## src/rtl/lsu_pkg.sv

```systemverilog
// Shared types and helpers for the load/store unit.
package lsu_pkg;

    typedef enum logic [1:0] {
        IDLE = 2'd0,
        REQ  = 2'd1,
        DONE = 2'd2
    } lsu_state_t;

    typedef enum logic [1:0] {
        FAULT_NONE     = 2'b00,
        FAULT_MISALIGN = 2'b01,
        FAULT_TIMEOUT  = 2'b10,
        FAULT_ILLEGAL  = 2'b11
    } lsu_fault_t;

    // Access width as encoded in funct3[1:0]; funct3[2] selects zero-extension.
    localparam logic [1:0] SIZE_BYTE = 2'b00;
    localparam logic [1:0] SIZE_HALF = 2'b01;
    localparam logic [1:0] SIZE_WORD = 2'b10;

    // Loads accept 000,001,010,100,101; stores only 000,001,010.
    function automatic logic f3_illegal(input logic we, input logic [2:0] f3);
        return (f3[1:0] == 2'b11) || (f3[2] && (we || f3[1]));
    endfunction

    function automatic logic addr_misaligned(input logic [2:0] f3, input logic [1:0] off);
        return ((f3[1:0] == SIZE_HALF) && off[0]) ||
               ((f3[1:0] == SIZE_WORD) && (off != 2'b00));
    endfunction

endpackage

```

## src/rtl/lsu_align.sv

```systemverilog
// Byte-lane steering for stores and load-value extraction/extension.
module lsu_align
    import lsu_pkg::*;
(
    input  logic [2:0]  funct3_i,
    input  logic [1:0]  off_i,
    input  logic [31:0] wdata_i,
    input  logic [31:0] rdata_i,
    output logic [3:0]  be_o,
    output logic [31:0] wdata_o,
    output logic [31:0] rdata_o
);

    logic [7:0]  byte_v;
    logic [15:0] half_v;

    // Store side: byte enables and lane-replicated write data
    always_comb begin
        be_o    = 4'b0000;
        wdata_o = 32'h0;
        unique case (funct3_i[1:0])
            SIZE_BYTE: begin
                be_o    = 4'b0001 << off_i;
                wdata_o = {4{wdata_i[7:0]}};
            end
            SIZE_HALF: begin
                be_o    = 4'b0011 << off_i;
                wdata_o = {2{wdata_i[15:0]}};
            end
            SIZE_WORD: begin
                be_o    = 4'b1111;
                wdata_o = wdata_i;
            end
            default: begin
                be_o    = 4'b0000;
                wdata_o = 32'h0;
            end
        endcase
    end

    // Load side: select the addressed lane and sign/zero extend
    always_comb begin
        byte_v  = rdata_i[{off_i, 3'b000} +: 8];
        half_v  = off_i[1] ? rdata_i[31:16] : rdata_i[15:0];
        rdata_o = 32'h0;
        unique case (funct3_i)
            3'b000:  rdata_o = {{24{byte_v[7]}}, byte_v};
            3'b100:  rdata_o = {24'h0, byte_v};
            3'b001:  rdata_o = {{16{half_v[15]}}, half_v};
            3'b101:  rdata_o = {16'h0, half_v};
            3'b010:  rdata_o = rdata_i;
            default: rdata_o = 32'h0;
        endcase
    end

endmodule

```

## src/rtl/load_store_unit.sv

```systemverilog
// Multi-cycle load/store unit: access check, req/ack bus handshake, timeout.
module load_store_unit
    import lsu_pkg::*;
#(
    parameter int unsigned TIMEOUT_CYCLES = 16
) (
    input  logic        i_lsu_clk,
    input  logic        i_lsu_rst_n,
    input  logic        i_lsu_Valid,
    input  logic        i_lsu_MemWrite,
    input  logic [2:0]  i_lsu_Funct3,
    input  logic [31:0] i_lsu_Addr,
    input  logic [31:0] i_lsu_WriteData,
    output logic        o_lsu_Busy,
    output logic        o_lsu_Done,
    output logic [31:0] o_lsu_ReadData,
    output logic [1:0]  o_lsu_Fault,
    output logic        o_lsu_BusReq,
    output logic        o_lsu_BusWe,
    output logic [31:0] o_lsu_BusAddr,
    output logic [31:0] o_lsu_BusWData,
    output logic [3:0]  o_lsu_BusBe,
    input  logic        i_lsu_BusAck,
    input  logic [31:0] i_lsu_BusRData
);

    localparam int unsigned      CntW   = $clog2(TIMEOUT_CYCLES + 1);
    localparam logic [CntW-1:0]  CntMax = CntW'(TIMEOUT_CYCLES);

    lsu_state_t      state_q, state_d;
    lsu_fault_t      fault_q, fault_d;
    logic [CntW-1:0] cnt_q, cnt_d;
    logic [31:0]     rdata_q, rdata_d;
    logic            we_q;
    logic [2:0]      f3_q;
    logic [31:0]     addr_q;
    logic [31:0]     wdata_q;
    logic            accept;

    logic [3:0]      al_be;
    logic [31:0]     al_wdata;
    logic [31:0]     al_rdata;

    lsu_align u_align (
        .funct3_i (f3_q),
        .off_i    (addr_q[1:0]),
        .wdata_i  (wdata_q),
        .rdata_i  (i_lsu_BusRData),
        .be_o     (al_be),
        .wdata_o  (al_wdata),
        .rdata_o  (al_rdata)
    );

    // State register
    always_ff @(posedge i_lsu_clk or negedge i_lsu_rst_n) begin
        if (!i_lsu_rst_n) begin
            state_q <= IDLE;
        end else begin
            state_q <= state_d;
        end
    end

    // Access registers, timeout counter and result registers
    always_ff @(posedge i_lsu_clk or negedge i_lsu_rst_n) begin
        if (!i_lsu_rst_n) begin
            we_q    <= 1'b0;
            f3_q    <= 3'b000;
            addr_q  <= 32'h0;
            wdata_q <= 32'h0;
            cnt_q   <= '0;
            fault_q <= FAULT_NONE;
            rdata_q <= 32'h0;
        end else begin
            if (accept) begin
                we_q    <= i_lsu_MemWrite;
                f3_q    <= i_lsu_Funct3;
                addr_q  <= i_lsu_Addr;
                wdata_q <= i_lsu_WriteData;
            end
            cnt_q   <= cnt_d;
            fault_q <= fault_d;
            rdata_q <= rdata_d;
        end
    end

    // Next-state: access check, ack/timeout handling
    always_comb begin
        state_d = state_q;
        cnt_d   = cnt_q;
        fault_d = fault_q;
        rdata_d = rdata_q;
        accept  = 1'b0;
        unique case (state_q)
            IDLE: begin
                if (i_lsu_Valid) begin
                    accept  = 1'b1;
                    cnt_d   = '0;
                    rdata_d = 32'h0;
                    if (f3_illegal(i_lsu_MemWrite, i_lsu_Funct3)) begin
                        fault_d = FAULT_ILLEGAL;
                        state_d = DONE;
                    end else if (addr_misaligned(i_lsu_Funct3, i_lsu_Addr[1:0])) begin
                        fault_d = FAULT_MISALIGN;
                        state_d = DONE;
                    end else begin
                        fault_d = FAULT_NONE;
                        state_d = REQ;
                    end
                end
            end
            REQ: begin
                // Ack takes priority over a timeout expiring in the same cycle
                if (i_lsu_BusAck) begin
                    rdata_d = we_q ? 32'h0 : al_rdata;
                    fault_d = FAULT_NONE;
                    state_d = DONE;
                end else begin
                    cnt_d = cnt_q + CntW'(1);
                    if (cnt_d == CntMax) begin
                        rdata_d = 32'h0;
                        fault_d = FAULT_TIMEOUT;
                        state_d = DONE;
                    end
                end
            end
            DONE: begin
                state_d = IDLE;
            end
            default: begin
                state_d = IDLE;
            end
        endcase
    end

    // Outputs: bus signals only while requesting, so faulted accesses never touch the bus
    always_comb begin
        o_lsu_Busy     = (state_q != IDLE);
        o_lsu_Done     = (state_q == DONE);
        o_lsu_BusReq   = (state_q == REQ);
        o_lsu_BusWe    = o_lsu_BusReq && we_q;
        o_lsu_BusAddr  = o_lsu_BusReq ? {addr_q[31:2], 2'b00} : 32'h0;
        o_lsu_BusBe    = o_lsu_BusWe ? al_be : 4'b0000;
        o_lsu_BusWData = o_lsu_BusWe ? al_wdata : 32'h0;
        o_lsu_ReadData = rdata_q;
        o_lsu_Fault    = fault_q;
    end

endmodule

```

## config.mk

```make
export PLATFORM = sky130hd
export DESIGN_NAME = load_store_unit
export DESIGN_NICKNAME = d
export VERILOG_FILES = /design/src/rtl/lsu_pkg.sv /design/src/rtl/lsu_align.sv /design/src/rtl/load_store_unit.sv
export SDC_FILE = /design/constraint.sdc
export NUM_CORES = 1
export LEC_CHECK = 0
export CAP_MARGIN = 15
export CORE_MARGIN = 4
export CORE_UTILIZATION = 42
export CTS_BUF_LIST = sky130_fd_sc_hd__clkbuf_16
export DETAILED_ROUTE_END_ITERATION = 6
export PLACE_DENSITY = 0.75
export SETUP_SLACK_MARGIN = 0.05
export SLEW_MARGIN = 20
export SYNTH_ARGS = -nofsm -noshare
export SYNTH_HDL_FRONTEND = slang
export SYNTH_HIERARCHICAL = 1
export SYNTH_SLANG_ARGS = --single-unit
```

## constraint.sdc

```tcl
create_clock -name i_lsu_clk -period 5.7 [get_ports i_lsu_clk]
set_clock_uncertainty 0.1 [all_clocks]
set_input_delay 1.14 -clock i_lsu_clk [delete_from_list [all_inputs] [get_ports i_lsu_clk]]
set_output_delay 1.14 -clock i_lsu_clk [all_outputs]
set_load 0.05 [all_outputs]
```

==> results of run 1 <==
## metal layers
metal	up-vias	GRT usage
met5	-	0
met4	0	0.0729
met3	23	0.0684
met2	262	0.385
met1	2911	0.318
li1	2877	-
## stage by stage
step	area [sq um]	cells
3_3_place_gp	8230	1080
6_report	8510	1097
5_1_grt	8510	1097
2_1_floorplan	6160	747
3_5_place_dp	8250	1081
4_1_cts	8510	1097
## cell families (layout without fill, tap and decap cells)
kind of cell	after synthesis	count (layout)	share of synthesized area
flip-flops	109	109	0.443
AND/OR/NAND/NOR	378	378	0.280
multiplexers	12	12	0.0234
buffers and inverters	68	238	0.0551
adder cells (fa/ha/maj)	1	1	0.00203
other	1	2	0.000609
XOR/XNOR	2	2	0.00285
AO/OA/AOI/OAI	175	175	0.193
## flip-flops by register name (all words and copies together) (netlist names)
signal          flops
addr_q             32
cnt_q               5
f3_q                3
o_lsu_Fault         2
o_lsu_ReadData     32
state_q             2
wdata_q            32
we_q                1
## power by group
group | total, mW | internal, mW | switching [mW] | leakage [nW]
Combinational | 1.13 | 0.449 | 0.677 | 2.32
Clock | 0.596 | 0.296 | 0.300 | 0.141
Sequential | 1.14 | 0.936 | 0.205 | 1.40
## worst max-delay path, delay by kind of cell, from the launching register on
kind / cells / cell delay [ns]
DFF: 1 / 0.97
and+or+nand+nor: 2 / 0.85
buffers and inverters: 1 / 0.81
AOI/OAI and AO/OA: 1 / 0.21
## final timing paths
path,startpoint,end,slack (ns),cells past startpoint
setup / recovery,f3_q[1]$_DFFE_PN0P_,o_lsu_BusWData[20],1.24,4
max in group asynchronous,i_lsu_rst_n,wdata_q[4]$_DFFE_PN0P_,3.62,2
hold reg to reg,addr_q[19]$_DFFE_PN0P_,addr_q[19]$_DFFE_PN0P_,0.37,2
min in group asynchronous,i_lsu_rst_n,o_lsu_ReadData[2]$_DFFE_PN0P_,0.80,1
setup reg to reg,addr_q[1]$_DFFE_PN0P_,o_lsu_ReadData[24]$_DFFE_PN0P_,3.06,5
hold / removal,addr_q[19]$_DFFE_PN0P_,addr_q[19]$_DFFE_PN0P_,0.37,2
## synthesized netlist by cell type (2+ instances only)
cell	number	area, sq um
nand2_1	258	968
buf_4	7	52.6
nand3_1	3	15.0
buf_6	2	22.5
nor2b_1	23	144
inv_1	4	15.0
buf_2	32	160
mux2i_1	2	20.0
nor2_2	2	12.5
a22oi_1	48	360
nand2b_1	2	12.5
o21ai_0	24	120
a221o_1	15	150
mux2_2	9	101
and3_1	37	231
buf_1	2	7.51
a21oi_2	2	17.5
a32oi_1	2	17.5
a21oi_1	18	90.1
clkbuf_2	2	10.0
nor2_1	7	26.3
a21o_1	8	60.1
and2_1	39	244
xor2_1	2	17.5
dfrtp_1	109	2730
a211oi_1	16	120
o21ai_1	32	160
clkbuf_1	19	71.3
nor3b_2	3	37.5
## cell type report
type,instances,area (sq um)
sequential,109,2730
timing repair buffer,218,2160
inverter,4,15.0
tap,180,225
clock buffer,9,225
multi-input combinational,570,3120
fill,1260,5580
clock inverter,7,41.3
==> metrics, run 1 <==
max layer used met4; worst setup margin around 1.2 ns; core area 14,100 sq um; cells after synthesis 746; htree depth 3; final hold vios 0; post-CTS sizing 0; Residual DRC 0; Max-Cap Viols 0; Ports 210; DP HPWL approximately 14 mm; WL/cell ~18 um; CP Cell Sequence nor2b_1, a21o_1, and3_1, clkdlybuf4s50_1; Final GP Congestion 0.869; vias in the first global route 5,879; Design Power 2.86 mW; Max FO, Critical Path 54; most frequent cells in the layout 257 x nand2_1, 206 x clkdlybuf4s50_1, 108 x dfrtp_1; first-pass GRT wire length 31.7 mm; minimum clock period 4.46 ns; layout cells sized above 1 0.0578; synth warn 6; Setup crit start kind register; Core Util, Final 0.604; # diodes 0; Seq/Total Area, Yosys 0.443; fin. max-slew vios 0; Setup Buffers After CTS 0; dpl ws 1.71 ns; EDFF count, synth 0; worst slew pin tran 1.06 ns; VDD IR max 0.161 mV; Port-buffer cells 207; Setup TNS Final 0 ns; asr flop ratio synth 1.00; DRT Pass-1 Iters 5; routed vias/inst roughly 5.5; initial DRC count 555; final setup fails 0; CTS tree yes; WL met3 2.00 mm; PwrDens 336 nW/um^2; Hold Path Class register to register; Max stage delay on crit path 0.97 ns; Initial Utilization 0.437; final period utilization 0.782; synth unique cells 46; hold slack 0.368 ns; All-Layer GR Usage 0.240; cell area after synthesis 6160 sq um; Sink Count 109; Die Y 129 um; setup repair after global routing missed its margin false; area grow syn2layout 38.3%; clk root buf clkbuf_16; metal2 WL 9.35 mm; Syn Area/Cell 8.25 sq um; CTS max path bufs 2; post-route ant nets 0; FF+latch count, synth around 110; Critical Path Sink Type primary output; initial antenna violation count 0; grt total ovfl 0; Setup Crit Path Kind register to primary output; worst path arrival time 3.22 ns; Clock Latency Late Sink approximately 0.36 ns; Fmax between 0.2 and 0.25 GHz; Slew HR 0.291; largest net degree at the start of global routing 72; vias 6,073; crit path max-delay cell type dfrtp_2; Reg clk slew, reported paths 0.07 ns; Main synth FF type dfrtp_1; Post-CTS Hold Fix Bufs 0; leakage power 3.86 nW; status complete, no violations; most common cell after layout, fill and taps aside nand2_1; DRT met1 WL 8.47 mm; Die Span X 129 um; Worst Path Required 4.46 ns; final WL 20.2 mm; Cell Rows 43; final net count 1,017; Die ar. about 17,000 sq um; Num CTS Buffers 9
Note: power is estimated with default switching activity, not from simulation.
==> run 2: changes to the inputs <==
--- a/config.mk
+++ b/config.mk
@@ -10,7 +10,7 @@
 export CORE_UTILIZATION = 42
 export CTS_BUF_LIST = sky130_fd_sc_hd__clkbuf_16
 export DETAILED_ROUTE_END_ITERATION = 6
-export PLACE_DENSITY = 0.75
+export PLACE_DENSITY = 0.78
 export SETUP_SLACK_MARGIN = 0.05
 export SLEW_MARGIN = 20
 export SYNTH_ARGS = -nofsm -noshare
==> constraint.sdc (replaced) <==
create_clock -name i_lsu_clk -period 4.1 [get_ports i_lsu_clk]
set_clock_uncertainty 0.1 [all_clocks]
set_input_delay 0.82 -clock i_lsu_clk [delete_from_list [all_inputs] [get_ports i_lsu_clk]]
set_output_delay 0.82 -clock i_lsu_clk [all_outputs]
set_load 0.05 [all_outputs]
==> run 2 against run 1 <==
Against the previous run:
- critical path depth did not move
- die area did not move
- setup slack got worse by 1.0 ns
- critical endpoint is now o_lsu_BusWData[22]
==> metrics, run 2 (synthesized netlist as in run 1, its figures left out) <==
status complete, no violations; Worst Path Required 3.18 ns; worst path arrival time ~3 ns; worst slew pin tran 0.852 ns; Num CTS Buffers 9; Worst Min Path Start addr_q[12]$_DFFE_PN0P_; DRT met1 WL 8.39 mm; initial antenna violation count 0; vias in the first global route 5,814; Slew HR 0.430; worst r2r dst o_lsu_ReadData[16]$_DFFE_PN0P_; Setup Buffers After CTS 0; core area 14,100 sq um; area grow syn2layout 39.3%; initial DRC count 612; Setup crit start kind register; largest net degree at the start of global routing 75; Setup Crit Path Kind register to primary output; metal2 WL 9.11 mm; final period utilization 0.941; reg2reg start addr_q[1]$_DFFE_PN0P_; Setup TNS Final 0 ns; hold path endpoint addr_q[12]$_DFFE_PN0P_; CTS max path bufs 2; Final GP Congestion 0.924; max layer used met4; Die Span X 129 um; PwrDens 471 nW/um^2; first-pass GRT wire length 31.4 mm; most common cell after layout, fill and taps aside nand2_1; Sink Count 109; final setup fails 0; vias 6,004; final WL 19.8 mm; Post-CTS Hold Fix Bufs 0; Max FO, Critical Path 33; post-CTS sizing 0; routed vias/inst 5.46; most frequent cells in the layout 257 x nand2_1, 206 x clkdlybuf4s50_1, 108 x dfrtp_1; All-Layer GR Usage 0.237; Die Y between 100 and 150 um; # diodes 0; Die ar. 16,700 sq um; Clock Latency Late Sink between 0.3 and 0.4 ns; WHS Path Cells 2; DP HPWL ~14 mm; fin. max-slew vios 0; final hold vios 0; WL met3 1.92 mm; VDD IR max between 0.2 and 0.3 mV; clk root buf clkbuf_16; Design Power slightly above 4 mW; Fmax 0.259 GHz; htree depth 3; leakage power approximately 3.9 nW; WL/cell 18.0 um; final net count 1,019; minimum clock period 3.86 ns; Residual DRC 0; R2R Setup Slk 1.49 ns; DRT Pass-1 Iters 5; layout cells sized above 1 0.0588; Worst Reg-to-Reg Cells 5; post-route ant nets 0; grt total ovfl 0; Initial Utilization 0.437; FILL cells 1,258; Hold Path Class register to register; Critical Path Sink Type primary output; Cell Rows 43; Ports 210; Max-Cap Viols 0; area of the multi-input gates 3120 sq um; Register Area 2730 sq um; Reg clk slew, reported paths ~0.08 ns; Port-buffer cells 207; setup repair after global routing missed its margin false; CTS tree yes
[run 2: cell types whose count changed in the layout (fill, tap and decap cells not counted)]
| cell | before | now |
|---|---|---|
| clkinv_2 | 4 | 0 |
| clkinvlp_4 | 0 | 3 |
| buf_12 | 0 | 2 |
| buf_4 | 11 | 12 |
| buf_8 | 1 | 0 |
| bufinv_16 | 0 | 1 |
| inv_1 | 5 | 6 |
| inv_6 | 2 | 1 |
[run 2: metrics by stage]
step                      hold slack (ns)   util  worst slack (ns)  std cells  cell area, sq um
final                               0.367  0.608             0.242       1099              8570
after CTS                           0.372  0.608             0.257       1099              8570
after global placement              0.351  0.587             0.654       1083              8280
after floorplan                     0.337      -              1.43        747              6160
after detailed placement            0.354  0.587             0.665       1083              8280
after global routing                0.388  0.608            0.0769       1099              8570
[run 2: final cells by class]
type,count,area share
clock inverter,7,0.00803
timing repair buffer,220,0.256
multi-input combinational,570,0.364
tap,180,0.0263
sequential,109,0.318
clock buffer,9,0.0263
inverter,4,0.00175
[run 2: how the worst max path moves through the flow]
stage | startpoint | endpoint | slack, ns
floorplan | f3_q[1]$_DFFE_PN0P_ | o_lsu_BusWData[16] | 1.43
finish | f3_q[1]$_DFFE_PN0P_ | o_lsu_BusWData[22] | 0.24
global route | f3_q[1]$_DFFE_PN0P_ | o_lsu_BusWData[22] | 0.08
detailed placement | f3_q[1]$_DFFE_PN0P_ | o_lsu_BusWData[20] | 0.66
global placement | f3_q[1]$_DFFE_PN0P_ | o_lsu_BusWData[16] | 0.65
CTS | f3_q[1]$_DFFE_PN0P_ | o_lsu_BusWData[16] | 0.26
[run 2: worst max-delay path, stage by stage, from the launching register on]
cell and delay, ns:
dfrtp_2 0.71, nor2b_1 0.70, a21o_1 0.20, and3_1 0.16, clkdlybuf4s50_1 0.80
[run 2: metal layers]
metal	GRT usage	vias to the layer above
met3	0.0680	26
met1	0.321	2849
met4	0.0747	0
li1	-	2867
met5	0	-
met2	0.370	262
[run 2: power breakdown]
part | internal, mW | total, mW | switching, mW
combinational | 0.634 | 1.62 | 0.986
clock | 0.473 | 0.893 | 0.420
sequential | 1.30 | 1.53 | 0.224
total | 2.41 | 4.04 | 1.63
==> run 3: changes to the inputs <==
--- a/config.mk
+++ b/config.mk
@@ -6,12 +6,12 @@
 export NUM_CORES = 1
 export LEC_CHECK = 0
 export CAP_MARGIN = 15
-export CORE_MARGIN = 4
 export CORE_UTILIZATION = 42
 export CTS_BUF_LIST = sky130_fd_sc_hd__clkbuf_16
 export DETAILED_ROUTE_END_ITERATION = 6
 export PLACE_DENSITY = 0.78
 export SETUP_SLACK_MARGIN = 0.05
+export SKIP_LAST_GASP = 1
 export SLEW_MARGIN = 20
 export SYNTH_ARGS = -nofsm -noshare
 export SYNTH_HDL_FRONTEND = slang
==> run 3 against run 2 <==
Against the previous run:
- maximum frequency down 0.44%
- cell count about the same
- non-clock buffer count up 1
- largest cell class unchanged
==> metrics, run 3 (synthesized netlist as in run 1, its figures left out) <==
status complete, no violations; WHS Path Cells 2; Hold Path Class register to register; Setup TNS Final 0 ns; Max-Cap Viols 0; DP HPWL 13.0 mm; Final GP Congestion 0.921; Initial Utilization 0.437; Port-buffer cells 207; Setup Buffers After CTS 0; Reg clk slew, reported paths 0.08 ns; post-route ant nets 0; PwrDens approximately 480 nW/um^2; WL/cell 17.3 um; DRT Pass-1 Iters 7; fin. max-slew vios 0; CTS tree yes; layout cells sized above 1 0.0620; final WL 19.0 mm; initial DRC count 426; final setup fails 0; core area 14,100 sq um; VDD IR max 0.281 mV; final hold vios 0; Slew HR 0.381; minimum clock period just under 4 ns; initial antenna violation count 0; Residual DRC 0; vias in the first global route 5,733; Num CTS Buffers 9; leakage power 3.90 nW; grt total ovfl 0; Ports 210; first-pass GRT wire length 29.8 mm; FILL cells 1,226; Max FO, Critical Path 29; Worst Reg-to-Reg Cells 5; Setup crit start kind register; Clock Latency Late Sink ~0.35 ns; worst slew pin tran 0.929 ns; routed vias/inst 5.48; Fmax 0.258 GHz; hold slack 0.369 ns; Die ar. 15,100 sq um; Critical Path Sink Type primary output; area grow syn2layout 39.8%; All-Layer GR Usage 0.257; setup repair after global routing missed its margin false; CTS max path bufs 2; Cell Rows 43; Die Span X 123 um; final net count 1,020; # diodes 0; worst path arrival time 2.96 ns; Post-CTS Hold Fix Bufs 0; clk root buf clkbuf_16; Worst Path Required 3.18 ns; final period utilization 0.945; post-CTS sizing 0; largest net degree at the start of global routing between 70 and 80; vias 6,033; Die Y 123 um; most frequent cells in the layout 257 x nand2_1, 206 x clkdlybuf4s50_1, 108 x dfrtp_1; most common cell after layout, fill and taps aside nand2_1; htree depth 3; Setup Crit Path Kind register to primary output; Sink Count roughly 110
[run 3: cell count changes in the layout (fill, tap and decap cells not counted), sizes merged]
cell,previous run,this run
clkinv,0,2
clkinvlp,3,0
bufinv,1,2
buf,14,15
[run 3: layout make-up]
cell class,count,area [sq um],area share
tap,180,225,0.0262
clock buffer,9,225,0.0262
clock inverter,7,105,0.0122
sequential,109,2730,0.317
timing repair buffer,221,2190,0.254
inverter,4,15.0,0.00174
multi-input combinational,570,3120,0.362
[run 3: critical path, stage by stage (launching register included)]
cell and delay, ns:
dfrtp_1 0.82, nor2b_2 0.52, nand2_1 0.14, o21ai_0 0.12
and3_1 0.20, clkdlybuf4s50_1 0.80
[run 3: worst paths after layout]
kind / endpoint / start / slack, ns
worst max-delay path: o_lsu_BusWData[28] / f3_q[0]$_DFFE_PN0P_ / 0.22
worst min-delay path: addr_q[3]$_DFFE_PN0P_ / addr_q[3]$_DFFE_PN0P_ / 0.37
worst max register to register: o_lsu_ReadData[16]$_DFFE_PN0P_ / addr_q[1]$_DFFE_PN0P_ / 1.49
worst min register to register: addr_q[3]$_DFFE_PN0P_ / addr_q[3]$_DFFE_PN0P_ / 0.37
max in group asynchronous: o_lsu_ReadData[30]$_DFFE_PN0P_ / i_lsu_rst_n / 2.51
min in group asynchronous: addr_q[29]$_DFFE_PN0P_ / i_lsu_rst_n / 0.48
[run 3: metrics by stage]
| stage | worst slack [ns] | utilization | area, sq um | power, mW | std cells |
|---|---|---|---|---|---|
| final | 0.225 | 0.611 | 8610 | 4.13 | 1100 |
| after CTS | 0.248 | 0.611 | 8610 | 4.14 | 1100 |
| after global placement | 0.674 | 0.587 | 8280 | 3.13 | 1084 |
| after floorplan | 1.43 | - | 6160 | 2.61 | 747 |
| after detailed placement | 0.663 | 0.587 | 8280 | 3.15 | 1084 |
| after global routing | 0.0783 | 0.611 | 8610 | 4.36 | 1100 |
[run 3: layer usage]
metal	vias up	global-route usage	part of all wire
met5	-	0	0
met4	0	0.0843	0.021
met3	28	0.0798	0.098
met2	259	0.416	0.47
met1	2865	0.327	0.41
li1	2881	-	-
[run 3: report_power, final]
part	internal, mW	switching, mW
clock network	0.547	0.434
logic	0.633	0.972
registers	1.30	0.239
